[src/rtl/fighter_pkg.sv]
`default_nettype none
// ============================================================================
// fighter_pkg: state codes and default frame lengths shared by the fighter
// controller, sprite renderer and collision unit.      Rev 1.0
// ============================================================================
package fighter_pkg;

  localparam int STATE_W = 4;
  localparam int FRAME_W = 5;

  typedef enum logic [STATE_W-1:0] {
    ST_IDLE        = 4'd0,
    ST_MOVE_FWD    = 4'd1,
    ST_MOVE_BACK   = 4'd2,
    ST_ATK_START   = 4'd3,
    ST_ATK_ACTIVE  = 4'd4,
    ST_ATK_RECOVER = 4'd5,
    ST_HITSTUN     = 4'd6,
    ST_BLOCKSTUN   = 4'd7
  } fighter_state_e;

  localparam int DEF_STARTUP_FR   = 4;
  localparam int DEF_ACTIVE_FR    = 2;
  localparam int DEF_RECOVER_FR   = 15;
  localparam int DEF_HITSTUN_FR   = 12;
  localparam int DEF_BLOCKSTUN_FR = 6;

endpackage
`default_nettype wire

[src/rtl/fighter_pos_clamp.sv]
`default_nettype none
// ============================================================================
// fighter_pos_clamp: combinational next-posx (step, opponent gap clip, arena
// clamp). Rev 1.0
// ============================================================================
module fighter_pos_clamp
  import fighter_pkg::*;
#(
  parameter int SIDE    = 0,
  parameter int W       = 10,
  parameter int X_MIN   = 50,
  parameter int X_MAX   = 490,
  parameter int P_SPEED = 15,
  parameter int MIN_GAP = 60
) (
  input  logic [W-1:0] posx_i,
  input  logic [W-1:0] opp_posx_i,
  input  logic         move_fwd_i,
  input  logic         move_back_i,
  input  logic         push_back_i,
  output logic [W-1:0] posx_o
);

  localparam int SW  = W + 2;
  localparam int DIR = (SIDE == 0) ? 1 : -1;

  localparam logic signed [SW-1:0] STEP_FWD  = SW'(DIR * P_SPEED);
  localparam logic signed [SW-1:0] STEP_BACK = SW'(-DIR * P_SPEED);
  localparam logic signed [SW-1:0] STEP_PUSH = SW'(-DIR * 2);
  localparam logic signed [SW-1:0] GAP       = SW'(MIN_GAP);
  localparam logic signed [SW-1:0] LO        = SW'(X_MIN);
  localparam logic signed [SW-1:0] HI        = SW'(X_MAX);

  logic signed [SW-1:0] cur_w, step_w, stepped_w, lim_w, clipped_w, clamped_w;

  always_comb begin
    cur_w = signed'({2'b00, posx_i});
    step_w = '0;
    if (move_fwd_i)       step_w = STEP_FWD;
    else if (move_back_i) step_w = STEP_BACK;
    else if (push_back_i) step_w = STEP_PUSH;
    stepped_w = cur_w + step_w;

    // The gap limit may only stop forward motion, never pull the player back.
    lim_w     = (SIDE == 0) ? (signed'({2'b00, opp_posx_i}) - GAP)
                            : (signed'({2'b00, opp_posx_i}) + GAP);
    clipped_w = stepped_w;
    if (move_fwd_i) begin
      if (SIDE == 0) begin
        if (stepped_w > lim_w) clipped_w = (lim_w > cur_w) ? lim_w : cur_w;
      end else begin
        if (stepped_w < lim_w) clipped_w = (lim_w < cur_w) ? lim_w : cur_w;
      end
    end

    clamped_w = clipped_w;
    if (clipped_w < LO)      clamped_w = LO;
    else if (clipped_w > HI) clamped_w = HI;
    posx_o = W'(clamped_w);
  end

endmodule
`default_nettype wire

[src/rtl/fighter_ctrl.sv]
`default_nettype none
// ============================================================================
// fighter_ctrl: per-player movement/attack FSM with hit/block stun, position
// tracking and mirrored hit/hurt boxes.                Rev 1.0
// ============================================================================
module fighter_ctrl
  import fighter_pkg::*;
#(
  parameter int SIDE         = 0,
  parameter int W            = 10,
  parameter int X_INIT       = (SIDE != 0) ? 420 : 210,
  parameter int X_MIN        = 50,
  parameter int X_MAX        = 490,
  parameter int POS_Y        = 170,
  parameter int P_SPEED      = 15,
  parameter int MIN_GAP      = 60,
  parameter int STARTUP_FR   = DEF_STARTUP_FR,
  parameter int ACTIVE_FR    = DEF_ACTIVE_FR,
  parameter int RECOVER_FR   = DEF_RECOVER_FR,
  parameter int HITSTUN_FR   = DEF_HITSTUN_FR,
  parameter int BLOCKSTUN_FR = DEF_BLOCKSTUN_FR,
  parameter int SPRITE_W     = 150,
  parameter int HB_NEAR      = 37,
  parameter int HB_FAR       = 113,
  parameter int HB_Y1        = 24,
  parameter int HB_Y2        = 57,
  parameter int HU_NEAR      = 37,
  parameter int HU_FAR       = 86
) (
  input  logic               clk,
  input  logic               rst_n,
  input  logic               tick_i,
  input  logic               left_i,
  input  logic               right_i,
  input  logic               attack_i,
  input  logic               hit_in_i,
  input  logic [W-1:0]       opp_posx_i,
  output logic [W-1:0]       posx_o,
  output logic [W-1:0]       posy_o,
  output logic [STATE_W-1:0] current_state_o,
  output logic [FRAME_W-1:0] state_frame_o,
  output logic               hitbox_valid_o,
  output logic [W-1:0]       hitbox_x1_o,
  output logic [W-1:0]       hitbox_x2_o,
  output logic [W-1:0]       hitbox_y1_o,
  output logic [W-1:0]       hitbox_y2_o,
  output logic [W-1:0]       hurtbox_x1_o,
  output logic [W-1:0]       hurtbox_x2_o,
  output logic [W-1:0]       hurtbox_y1_o,
  output logic [W-1:0]       hurtbox_y2_o
);

  localparam logic [FRAME_W-1:0] LAST_STARTUP   = FRAME_W'(STARTUP_FR - 1);
  localparam logic [FRAME_W-1:0] LAST_ACTIVE    = FRAME_W'(ACTIVE_FR - 1);
  localparam logic [FRAME_W-1:0] LAST_RECOVER   = FRAME_W'(RECOVER_FR - 1);
  localparam logic [FRAME_W-1:0] LAST_HITSTUN   = FRAME_W'(HITSTUN_FR - 1);
  localparam logic [FRAME_W-1:0] LAST_BLOCKSTUN = FRAME_W'(BLOCKSTUN_FR - 1);

  // Box offsets from posx; the right-side player mirrors around the sprite width.
  localparam int HB_X1_OFF = (SIDE != 0) ? (SPRITE_W - HB_FAR)  : HB_NEAR;
  localparam int HB_X2_OFF = (SIDE != 0) ? (SPRITE_W - HB_NEAR) : HB_FAR;
  localparam int HU_X1_OFF = (SIDE != 0) ? (SPRITE_W - HU_FAR)  : HU_NEAR;
  localparam int HU_X2_OFF = (SIDE != 0) ? (SPRITE_W - HU_NEAR) : HU_FAR;

  fighter_state_e     state_q, state_d;
  logic [FRAME_W-1:0] frame_q, frame_d;
  logic [W-1:0]       posx_q, posx_next;
  logic               hit_pend_q, hit_pend_d;
  logic               fwd_held, back_held, restart;

  assign fwd_held  = (SIDE == 0) ? right_i : left_i;
  assign back_held = (SIDE == 0) ? left_i  : right_i;

  always_comb begin
    state_d = state_q;
    restart = 1'b0;
    if (hit_pend_q) begin
      restart = 1'b1;
      if ((state_q == ST_MOVE_BACK) || ((state_q == ST_IDLE) && back_held))
        state_d = ST_BLOCKSTUN;
      else
        state_d = ST_HITSTUN;
    end else begin
      case (state_q)
        ST_IDLE, ST_MOVE_FWD, ST_MOVE_BACK: begin
          if (attack_i)                state_d = ST_ATK_START;
          else if (left_i && right_i)  state_d = ST_MOVE_BACK;
          else if (fwd_held)           state_d = ST_MOVE_FWD;
          else if (back_held)          state_d = ST_MOVE_BACK;
          else                         state_d = ST_IDLE;
        end
        ST_ATK_START:   if (frame_q == LAST_STARTUP)   state_d = ST_ATK_ACTIVE;
        ST_ATK_ACTIVE:  if (frame_q == LAST_ACTIVE)    state_d = ST_ATK_RECOVER;
        ST_ATK_RECOVER: if (frame_q == LAST_RECOVER)   state_d = ST_IDLE;
        ST_HITSTUN:     if (frame_q == LAST_HITSTUN)   state_d = ST_IDLE;
        ST_BLOCKSTUN:   if (frame_q == LAST_BLOCKSTUN) state_d = ST_IDLE;
        default:        state_d = ST_IDLE;
      endcase
    end

    if (restart || (state_d != state_q)) frame_d = '0;
    else if (frame_q != '1)              frame_d = frame_q + 1'b1;
    else                                 frame_d = frame_q;
  end

  // A hit arriving on the consuming tick must survive into the next frame.
  assign hit_pend_d = hit_in_i | (hit_pend_q & ~tick_i);

  fighter_pos_clamp #(
    .SIDE    (SIDE),
    .W       (W),
    .X_MIN   (X_MIN),
    .X_MAX   (X_MAX),
    .P_SPEED (P_SPEED),
    .MIN_GAP (MIN_GAP)
  ) u_pos_clamp (
    .posx_i      (posx_q),
    .opp_posx_i  (opp_posx_i),
    .move_fwd_i  (state_q == ST_MOVE_FWD),
    .move_back_i (state_q == ST_MOVE_BACK),
    .push_back_i (state_q == ST_BLOCKSTUN),
    .posx_o      (posx_next)
  );

  always_ff @(posedge clk or negedge rst_n) begin
    if (!rst_n) begin
      state_q    <= ST_IDLE;
      frame_q    <= '0;
      posx_q     <= W'(X_INIT);
      hit_pend_q <= 1'b0;
    end else begin
      hit_pend_q <= hit_pend_d;
      if (tick_i) begin
        state_q <= state_d;
        frame_q <= frame_d;
        posx_q  <= posx_next;
      end
    end
  end

  assign posx_o          = posx_q;
  assign posy_o          = W'(POS_Y);
  assign current_state_o = state_q;
  assign state_frame_o   = frame_q;
  assign hitbox_valid_o  = (state_q == ST_ATK_ACTIVE);
  assign hitbox_x1_o     = posx_q + W'(HB_X1_OFF);
  assign hitbox_x2_o     = posx_q + W'(HB_X2_OFF);
  assign hitbox_y1_o     = W'(HB_Y1);
  assign hitbox_y2_o     = W'(HB_Y2);
  assign hurtbox_x1_o    = posx_q + W'(HU_X1_OFF);
  assign hurtbox_x2_o    = posx_q + W'(HU_X2_OFF);
  assign hurtbox_y1_o    = W'(POS_Y);
  assign hurtbox_y2_o    = W'(POS_Y + 150);

endmodule
`default_nettype wire
[config.mk]
export PLATFORM = sky130hd
export DESIGN_NAME = fighter_ctrl
export DESIGN_NICKNAME = d
export VERILOG_FILES = /design/src/rtl/fighter_pkg.sv /design/src/rtl/fighter_pos_clamp.sv /design/src/rtl/fighter_ctrl.sv
export SDC_FILE = /design/constraint.sdc
export NUM_CORES = 1
export LEC_CHECK = 0
export ABC_AREA = 1
export CAP_MARGIN = 10
export CORE_ASPECT_RATIO = 1.25
export CORE_MARGIN = 1.5
export CORE_UTILIZATION = 35
export CTS_CLUSTER_SIZE = 20
export DETAILED_ROUTE_END_ITERATION = 7
export GPL_ROUTABILITY_DRIVEN = 0
export PLACE_DENSITY_LB_ADDON = 0.15
export SKIP_LAST_GASP = 1
export SLEW_MARGIN = 20
export SYNTH_ARGS = -nofsm -noshare
export SYNTH_HDL_FRONTEND = slang
export SYNTH_SLANG_ARGS = --single-unit
[constraint.sdc]
create_clock -name clk -period 4.2 [get_ports clk]
set_input_delay 1.05 -clock clk [delete_from_list [all_inputs] [get_ports clk]]
set_output_delay 1.05 -clock clk [all_outputs]
set_load 0.01 [all_outputs]
==> results by group, run 1 <==
Clocking
  – Worst-path clk slew: 0.06 ns
  – CTS sink count: 20
  – CTS tree: built
  – CTS root buffer: clkbuf_16
  – TritonCTS Buffers: 3
  – Clock Tree Buf Depth: 2
  – CTS HTree Levels: 1
  – Clk_lat worst skew: 0.25 ns

Power and ir drop
  – Internal power: 2.25 mW
  – Pwr Total: 4.37 mW
  – PD cells: 792 nW/um^2
  – Sequential power share: 0.073
  – NetSw: 2.12 mW
  – Net Sw Frac: 0.485
  – Comb pwr share: 0.867
  – Pleak: 2.79 nW
  – Worst VDD drop: 0.319 mV
  – Part of the power in the clock network: 0.060

Global route
  – Vias in the first global route: 3868
  – Initial antenna violation count: 0
  – Total GRT Usage: 0.197
  – Remaining global-route overflow: 0
  – Largest net degree at the start of global routing: 21
  – Global-route wire length before repair: 17900 um

Timing
  – Final Hold Fails: 0
  – Final setup violating endpoints: 0
  – RSZ-0062 raised after global routing: true
  – Fin crit share: 0.988
  – Achievable Freq: 241 MHz
  – Min Tclk post-route: 4.15 ns
  – Final setup skew: 0.00316 ns
  – Slew Viols, Final: 0
  – Slew @ Worst Pin: 0.944 ns
  – Slew headroom: 0.369

Critical path
  – CP max stage delay: 0.42 ns
  – WP data required: 4.34 ns
  – Startpoint types: flop
  – CP most frequent cell: nand2_1
  – Crit-path slowest cell: dfrtp_1
  – Worst Path Arrival: 4.29 ns
  – Path type of the worst setup path: reg2reg
  – Crit path capture type: flop
  – Crit Path Max Fanout: 8

Layout
  – Area Growth Syn to Fin: 48.7%
  – Most frequent cells in the layout: nand2_1, buf_4, clkdlybuf4s50_1, inv_1, conb_1
  – Core Util, Final: 0.541
  – Layout Nets: 787
  – Layout cells sized above 1: 0.279
  – Final std cells w/o fill: 854
  – Most common cell after layout, fill and taps aside: nand2_1
  – N_diodes: 0

Floorplanning
  – Die Y: 118 um
  – Rows: 41
  – Core Region: 10200 um^2
  – Ports: 127
  – Die area: 11200 um^2
  – Die outline width: 95.1 um
  – Starting Density: 0.363

Synth
  – Main flop type after synthesis: dfrtp_1
  – Synth Warn #: 0
  – Async SR Flop Fraction: 1.00
  – Synth cell types: 40
  – Post-synthesis sequential area ratio: 0.136
  – Top post-synthesis cells by area: ha_1, nand2_1, buf_4, dfrtp_1, inv_1
  – Post-synth EDFFs: 0
  – Syn Area/Cell: 6.37 um^2
  – Share of the synthesized area in the top cell type: 0.145
  – Mapped Cells: 582
  – Area leader, netlist: ha_1
  – Count of state elements after synthesis: 20
  – Cell Area, Synth: 3710 um^2

Min path
  – Worst hold path class: reg2reg

Flow run
  – MaxCap Viol Count: 0

Route
  – WL per Instance: 13.6 um
  – First DRT Iteration DRCs: 95
  – Final Routed Wirelength: 11600 um
  – # DRC: 0
  – ANT nets after route: 0
  – Vias per cell: 4.71
  – Pre-Repair DR Iteration Count: 4
  – Via count: 4021

Place
  – Port Buffers: 76
  – Placed cells: 835
  – Dpl hpwl: 9150 um

Status
  – Status: finished, final reports clean
[registers in the layout, summed over array words and instances (netlist names)]
name / flops
hit_pend_q: 1
state_frame_o: 5
current_state_o: 4
posx_o: 10
[critical path, delay by kind of cell (launching register included)]
family	cells	cell delay, ns
flops	1	0.42
buf+inv	4	0.47
compound gates	2	0.28
xor+xnor	1	0.14
simple gates	21	2.19
fa+ha+maj	2	0.56
[per-layer routing]
layer | up-vias | wire [um] | global-route usage
met2 | 114 | 6210 | 0.369
met4 | 0 | 283 | 0.0606
met5 | - | 0 | 0
met1 | 1863 | 4680 | 0.229
met3 | 20 | 421 | 0.0149
li1 | 2024 | - | -
[final cells by class]
type,count,area (um^2)
flip-flops and latches,20,507
repair buffers,163,1440
multi-input cells,455,2990
inverters,82,310
fillers,1027,4690
clock inverters,1,30.0
well taps,129,161
clock buffers,3,75.1
repair inverters,1,7.51
[kinds of logic after synthesis]
kind of cell / count (synthesis) / share of synthesized area
AND/OR/NAND/NOR: 266 / 0.310
other: 2 / 0.00202
flip-flops: 20 / 0.136
buffers and inverters: 155 / 0.227
AO/OA/AOI/OAI: 59 / 0.0897
XOR/XNOR: 36 / 0.0850
adder cells (fa/ha/maj): 44 / 0.150
[cells in the mapped netlist, types with 7 or more instances]
| cell | number |
|---|---|
| buf_4 | 63 |
| xor2_1 | 32 |
| ha_1 | 43 |
| dfrtp_1 | 16 |
| nand4_1 | 9 |
| inv_1 | 77 |
| nand2_2 | 7 |
| a21oi_1 | 22 |
| o21ai_0 | 22 |
| nand3_1 | 57 |
| nand2_1 | 137 |
| nor2_1 | 44 |
[what timing repair did]
item                       CTS  global route
resized for setup           32            86
hold buffers                 0             0
setup endpoints to repair    9             9
cloned                       2             0
setup buffers                5             9
pin swaps                   16            58
[power groups by stage]
stage,Sequential [mW],Combinational (mW),Clock [mW]
detailed placement,0.318,3.16,0
floorplan,0.326,1.81,0
CTS,0.315,3.32,0.264
finish,0.321,3.79,0.261
global route,0.326,4.15,0.276
global placement,0.318,3.14,0
[metrics by stage]
step,setup slack (ns),hold slack (ns),TNS [ns],area (um^2)
2_1_floorplan,0.182,0.537,0,3890
3_3_place_gp,-0.264,0.573,-2.01,4830
3_5_place_dp,-0.292,0.583,-2.37,4830
4_1_cts,0.00327,0.596,0,5100
5_1_grt,-0.233,0.617,-1.87,5520
6_report,0.0517,0.592,0,5520
[path summary, 6_finish.rpt]
path,start,end,slack (ns),cells after the start
worst max register to register,current_state_o[2]$_DFFE_PN0P_,posx_o[8]$_DFFE_PN0P_,0.05,30
worst min register to register,hit_pend_q$_DFF_PN0_,hit_pend_q$_DFF_PN0_,0.59,2
max in group asynchronous,rst_n,current_state_o[3]$_DFFE_PN0P_,2.24,1
min in group asynchronous,rst_n,current_state_o[2]$_DFFE_PN0P_,1.33,1
worst min-delay path,hit_pend_q$_DFF_PN0_,hit_pend_q$_DFF_PN0_,0.59,2
worst max-delay path,current_state_o[2]$_DFFE_PN0P_,posx_o[8]$_DFFE_PN0P_,0.05,30
(Power assumes the default switching activity.)
==> run 2, diff against run 1 <==
--- a/config.mk
+++ b/config.mk
@@ -6,7 +6,6 @@
 export NUM_CORES = 1
 export LEC_CHECK = 0
 export ABC_AREA = 1
-export CAP_MARGIN = 10
 export CORE_ASPECT_RATIO = 1.25
 export CORE_MARGIN = 1.5
 export CORE_UTILIZATION = 35
==> results of run 2 <==
The final DEF is identical to that of run 1; final timing and power are the same.
